--- src/rtl/decoder_pkg.sv ---
// rtl/decoder_pkg.sv - shared types and helpers for the registered N-to-2**N decoder
package decoder_pkg;

    typedef enum logic {
        DIRECT = 1'b0,
        SCAN   = 1'b1
    } dec_mode_t;

    // State literals carry an S_ prefix because SCAN is already taken by dec_mode_t
    typedef enum logic [1:0] {
        S_IDLE = 2'd0,
        S_HOLD = 2'd1,
        S_SCAN = 2'd2
    } dec_state_t;

    function automatic int width_of(input int n);
        return 1 << n;
    endfunction

endpackage

--- src/rtl/decoder_n_reg_if.sv ---
// rtl/decoder_n_reg_if.sv - request/beat handshake bundle between requester and decoder
interface decoder_n_reg_if
    import decoder_pkg::*;
#(
    parameter int N = 3
);
    localparam int W = width_of(N);

    logic         mode;
    logic         in_valid;
    logic         in_ready;
    logic [N-1:0] in_sel;
    logic         out_valid;
    logic         out_ready;
    logic         out_last;
    logic [W-1:0] out_onehot;

    modport master (
        output mode, in_valid, in_sel, out_ready,
        input  in_ready, out_valid, out_onehot, out_last
    );

    modport slave (
        input  mode, in_valid, in_sel, out_ready,
        output in_ready, out_valid, out_onehot, out_last
    );

endinterface

--- src/rtl/decoder_onehot.sv ---
// rtl/decoder_onehot.sv - combinational enable-gated N-to-2**N one-hot decode
module decoder_onehot #(
    parameter int N = 3
) (
    input  logic                en,
    input  logic [N-1:0]        sel,
    output logic [(1<<N)-1:0]   onehot
);

    always_comb begin
        onehot = '0;
        if (en) begin
            onehot[sel] = 1'b1;
        end
    end

endmodule

--- src/rtl/decoder_n_reg.sv ---
// rtl/decoder_n_reg.sv - registered one-hot decoder with DIRECT/SCAN modes; optional DECODER_PARITY_EN request parity check
module decoder_n_reg
    import decoder_pkg::*;
#(
    parameter int N = 3
) (
    input  logic clk,
    input  logic rst,
    input  logic en,
`ifdef DECODER_PARITY_EN
    input  logic in_par,
    output logic par_err,
`endif
    decoder_n_reg_if.slave bus
);

    localparam logic [N-1:0] ONE = N'(1);

    dec_state_t   state;
    dec_state_t   state_nx;
    logic [N-1:0] cnt;
    logic [N-1:0] start;
    logic         last;
    logic         show;
    logic         ready;
    logic         fire;
    logic         acc;
    logic         par_ok;

`ifdef DECODER_PARITY_EN
    assign par_ok = (in_par == ^bus.in_sel);
`else
    assign par_ok = 1'b1;
`endif

    always_ff @(posedge clk or posedge rst) begin
        if (rst) begin
            state <= S_IDLE;
        end else begin
            state <= state_nx;
        end
    end

    // A bad-parity request is consumed but never produces a beat
    always_comb begin
        state_nx = state;
        case (state)
            S_IDLE, S_HOLD: begin
                if (acc) begin
                    if (!par_ok) begin
                        state_nx = S_IDLE;
                    end else if (dec_mode_t'(bus.mode) == SCAN) begin
                        state_nx = S_SCAN;
                    end else begin
                        state_nx = S_HOLD;
                    end
                end else if ((state == S_HOLD) && fire) begin
                    state_nx = S_IDLE;
                end
            end
            S_SCAN: begin
                if (fire && last) begin
                    state_nx = S_IDLE;
                end
            end
            default: state_nx = S_IDLE;
        endcase
    end

    // The scan wraps after W beats, so the final beat sits one below the start index
    always_comb begin
        last  = 1'b0;
        show  = 1'b0;
        ready = 1'b0;
        case (state)
            S_HOLD:  last = 1'b1;
            S_SCAN:  last = (cnt == (start - ONE));
            default: last = 1'b0;
        endcase
        show  = en & (state != S_IDLE);
        ready = en & ((state == S_IDLE) | ((state == S_HOLD) & bus.out_ready & last));
    end

    assign fire          = show & bus.out_ready;
    assign acc           = ready & bus.in_valid;
    assign bus.in_ready  = ready;
    assign bus.out_valid = show;
    assign bus.out_last  = last;

    always_ff @(posedge clk or posedge rst) begin
        if (rst) begin
            cnt   <= '0;
            start <= '0;
        end else if (acc && par_ok) begin
            cnt   <= bus.in_sel;
            start <= bus.in_sel;
        end else if ((state == S_SCAN) && fire && !last) begin
            cnt <= cnt + ONE;
        end
    end

`ifdef DECODER_PARITY_EN
    always_ff @(posedge clk or posedge rst) begin
        if (rst) begin
            par_err <= 1'b0;
        end else if (acc && !par_ok) begin
            par_err <= 1'b1;
        end
    end
`endif

    decoder_onehot #(
        .N (N)
    ) u_onehot (
        .en     (show),
        .sel    (cnt),
        .onehot (bus.out_onehot)
    );

endmodule
--- src/flat_wrapper.sv ---
// flat-port wrapper written by rule: the top's interface ports become plain ports
module decoder_n_reg_flat import decoder_pkg::*;
#(
    parameter int N = 3
)
  (clk, rst, en, bus_mode, bus_in_valid, bus_in_sel, bus_out_ready, bus_in_ready, bus_out_valid, bus_out_onehot, bus_out_last);
  decoder_n_reg_if #(.N(N)) bus_i ();
  input  logic clk;
  input  logic rst;
  input  logic en;
  input wire logic [$bits(bus_i.mode)-1:0] bus_mode;
  input wire logic [$bits(bus_i.in_valid)-1:0] bus_in_valid;
  input wire logic [$bits(bus_i.in_sel)-1:0] bus_in_sel;
  input wire logic [$bits(bus_i.out_ready)-1:0] bus_out_ready;
  output wire logic [$bits(bus_i.in_ready)-1:0] bus_in_ready;
  output wire logic [$bits(bus_i.out_valid)-1:0] bus_out_valid;
  output wire logic [$bits(bus_i.out_onehot)-1:0] bus_out_onehot;
  output wire logic [$bits(bus_i.out_last)-1:0] bus_out_last;
  assign bus_i.mode = bus_mode;
  assign bus_i.in_valid = bus_in_valid;
  assign bus_i.in_sel = bus_in_sel;
  assign bus_i.out_ready = bus_out_ready;
  assign bus_in_ready = bus_i.in_ready;
  assign bus_out_valid = bus_i.out_valid;
  assign bus_out_onehot = bus_i.out_onehot;
  assign bus_out_last = bus_i.out_last;
  decoder_n_reg #(.N(N)) u_core (.clk(clk), .rst(rst), .en(en), .bus(bus_i));
endmodule
--- config.mk ---
export PLATFORM = sky130hd
export DESIGN_NAME = decoder_n_reg_flat
export DESIGN_NICKNAME = d
export VERILOG_FILES = /design/src/rtl/decoder_pkg.sv /design/src/rtl/decoder_n_reg_if.sv /design/src/rtl/decoder_onehot.sv /design/src/rtl/decoder_n_reg.sv /design/src/flat_wrapper.sv
export SDC_FILE = /design/constraint.sdc
export NUM_CORES = 1
export LEC_CHECK = 0
export ABC_AREA = 0
export CELL_PAD_IN_SITES_DETAIL_PLACEMENT = 1
export CELL_PAD_IN_SITES_GLOBAL_PLACEMENT = 1
export CORE_MARGIN = 2
export CORE_UTILIZATION = 35
export DETAILED_ROUTE_END_ITERATION = 10
export GPL_TIMING_DRIVEN = 1
export MAX_ROUTING_LAYER = met4
export PLACE_DENSITY = 0.81
export SLEW_MARGIN = 5
export SYNTH_ARGS = -nofsm -noshare
export SYNTH_HDL_FRONTEND = slang
export SYNTH_SLANG_ARGS = --single-unit
--- constraint.sdc ---
create_clock -name clk -period 4.6 [get_ports clk]
set_input_delay 0.92 -clock clk [delete_from_list [all_inputs] [get_ports clk]]
set_output_delay 0.92 -clock clk [all_outputs]
set_load 0.02 [all_outputs]
==> flow_metrics.tcl <==
set metrics [dict create \
    drv_cap 0 \
    synth_compound_area_share_pct 17.23 \
    synthCells 70 \
    layout_common_cells "clkdlybuf4s50_1 (19), nand2_1 (11), nor2_1 (9)" \
    min_period_ns 3.568 \
    syn_area_per_cell_um2 9.027 \
    yosys.area_share.simple_pct 21.39 \
    leakagePower_uw 0.0003598 \
    path_cells "clkdlybuf4s50_1 > nor2b_1 > nand2_1 > nor3_1 > clkdlybuf4s50_1" \
    finalCritPeriodShare_pct 77.57 \
    endpoint_kind "output port" \
    finClkSkew_ns 0.01032 \
    grt_overflow 0 \
    hold_path_class "register to register" \
    groute.usage.overall_pct 17.41 \
    worstPathMaxFanout 5 \
    cts_resized 0 \
    dp_cells 112 \
    endpoint "bus_out_onehot[1]" \
    path_buf_inv 2 \
    cts_tree "done" \
    power.share.clock_pct 13.2 \
    vias_per_cell 4.661 \
    cts.path.max_buffers 2 \
    worst_path_max_delay_cell "clkdlybuf4s50_1" \
    clock_latency_ns 0.26 \
    syn_nets 84 \
    internal_power_uw 235.6 \
    via_count 536 \
    fin_setup_tns_ns 0 \
    drt_iter0_drc 6 \
    grt_pass1_wl_um 2477 \
    critPathRequiredTime_ns 3.68 \
    power_density_nw_per_um2 480.4 \
    layout.cells.most_common "clkdlybuf4s50_1" \
    antenna_found_initial 0 \
    start_kind "input pin" \
    power_uw 416.5 \
    synth_top_family_by_area "simple AND/OR/NAND/NOR gates" \
    n_antenna_cell 0 \
    core_um2 1708 \
    hpwl_um 1192 \
    muxShareOfSynthArea_pct 5.743 \
    critPathLaunch "en" \
    cts.sinks 8 \
    cp_top_family "buffers and inverters" \
    ios 20 \
    critPathArrivalTime_ns 2.65 \
    status "completed" \
    cts_made_buffers 3 \
    cts.root.buffer_cell "clkbuf_4" \
    synth-adder-area-share_pct 9.901 \
    r2r_setup_slack_ns 2.71 \
    final_hold_viol_count 0 \
    ant_nets 0 \
    drive_gt1_share_pct 8.889 \
    nNetsFinal 106 \
    initial_utilization_pct 37.00 \
    postCtsSetupRepairBufs 0 \
    synth_xor_area_share_pct 9.109 \
    die_area_um2 2161 \
    wl_per_cell_um 12.43 \
    clock_tree.htree_level_count 1 \
    synth.ff_latch_count 8 \
    peakVddDrop_v 0.0001963 \
    yosys_warnings 0 \
    slew_violations 0 \
    io_buffer_count 19 \
    chipHeight_um 46.49 \
    seq_area_frac_synth_pct 31.68 \
    async_flop_share_pct 100.0 \
    cts_hold_buf 0 \
    fin_ws_ns 1.032 \
    fmax_mhz 280.2 \
    fillers 209 \
    finalSetupViolCount 0 \
    area_growth_pct 37.23 \
    gp_congestion 0.7152 \
    holdWs_ns 0.5031 \
    synthDistinctLibCells 26 \
    drc 0 \
    stdcell_count 115 \
    wl_um 1430 \
    synth_edf_count 0 \
    reg2reg_from "u_core.state[0]" \
    first_pass_iters 3 \
    slew-limit-headroom_pct 79.16 \
    placementRows 15 \
    cp_num_cells 5 \
    reg2reg_depth 6 \
    grt_pass1_vias 564 \
    place_ws_ns 1.005 \
    rr_endpoint "u_core.state[0]" \
    rsz0062_at_grt "no" \
    sequentialPowerShare_pct 32.3 \
    worstMarginPinSlew_ns 0.3123 \
    netlist_area_um2 631.9 \
    clk_pin_slew_ns 0.05 \
    synth_flop_cell "dfrtp_1" \
    crit_type "input pin to output port" \
    max_stage_delay_ns 0.63 \
    netSwitchingPower_uw 180.9 \
    cpMostUsedCell "clkdlybuf4s50_1" \
    comb_power_share_pct 54.5 \
    swShare_pct 43.44 \
    dieWidth_um 46.49 \
    grt_max_degree 9 \
]
[state kept, by name, summed over array words and instances, names as in the netlist]
name / cells
u_core.state: 2
u_core.cnt: 3
u_core.start: 3
[synthesized netlist by cell type (all sizes together) (4+ instances only)]
cell type	number	area (um2)
nor2	9	33.78
ha	5	62.56
inv	6	22.52
dfrtp	8	200.2
xor2	4	35.03
nand2	11	41.29
o21ai	5	28.77
[area by class of cell]
| cell class | count | area, um2 | area share, % |
|---|---|---|---|
| Sequential cell | 8 | 200.2 | 23.09 |
| Multi-Input combinational cell | 54 | 400.4 | 46.18 |
| Timing Repair Buffer | 19 | 190.2 | 21.93 |
| Inverter | 6 | 22.52 | 2.597 |
| Clock buffer | 3 | 22.52 | 2.597 |
| Tap cell | 25 | 31.28 | 3.608 |
[through the flow]
stage	cell area (um2)	utilization [%]
after floorplan	631.9	-
after global routing	867.1	50.77
after CTS	867.1	50.77
after global placement	844.6	49.45
final	867.1	50.77
after detailed placement	844.6	49.45
[worst min path at each step]
stage / slack [ns] / cells after the start / from / to
after floorplan: 0.45 / 2 / u_core.start[2] / u_core.start[2]
after global placement: 0.47 / 2 / u_core.start[2] / u_core.start[2]
after detailed placement: 0.50 / 2 / u_core.start[2] / u_core.start[2]
after CTS: 0.51 / 2 / u_core.start[2] / u_core.start[2]
after global routing: 0.54 / 2 / u_core.start[2] / u_core.start[2]
final: 0.50 / 2 / u_core.start[2] / u_core.start[2]
[tightest hold or removal path, stage by stage (launching register included)]
cell and delay (ns):
dfrtp_1 0.36, nand2_1 0.06, nand2_1 0.06
[per-layer routing]
metal	global-route usage, %	routed length [um]	vias up
met5	-	0	-
met4	5.143	12	0
met3	5.882	78	4
met2	27.50	661	16
met1	20.85	677	244
li1	-	-	272
[power groups by stage]
stage | clock (uW) | sequential (uW) | combinational [uW]
2_1_floorplan | 0 | 118 | 189
3_3_place_gp | 0 | 133 | 221
3_5_place_dp | 0 | 137 | 230
4_1_cts | 58.7 | 136 | 231
5_1_grt | 60.8 | 140 | 254
6_report | 55.0 | 134 | 227
[kinds of logic (layout without fill, tap and decap cells)]
logic type | count (synthesis) | count (layout)
AND/OR/NAND/NOR | 30 | 30
flip-flops | 8 | 8
adder cells (fa/ha/maj) | 5 | 5
multiplexers | 3 | 3
XOR/XNOR | 5 | 5
AO/OA/AOI/OAI | 11 | 11
buffers and inverters | 8 | 28
Power figures use the tool's default switching activity.
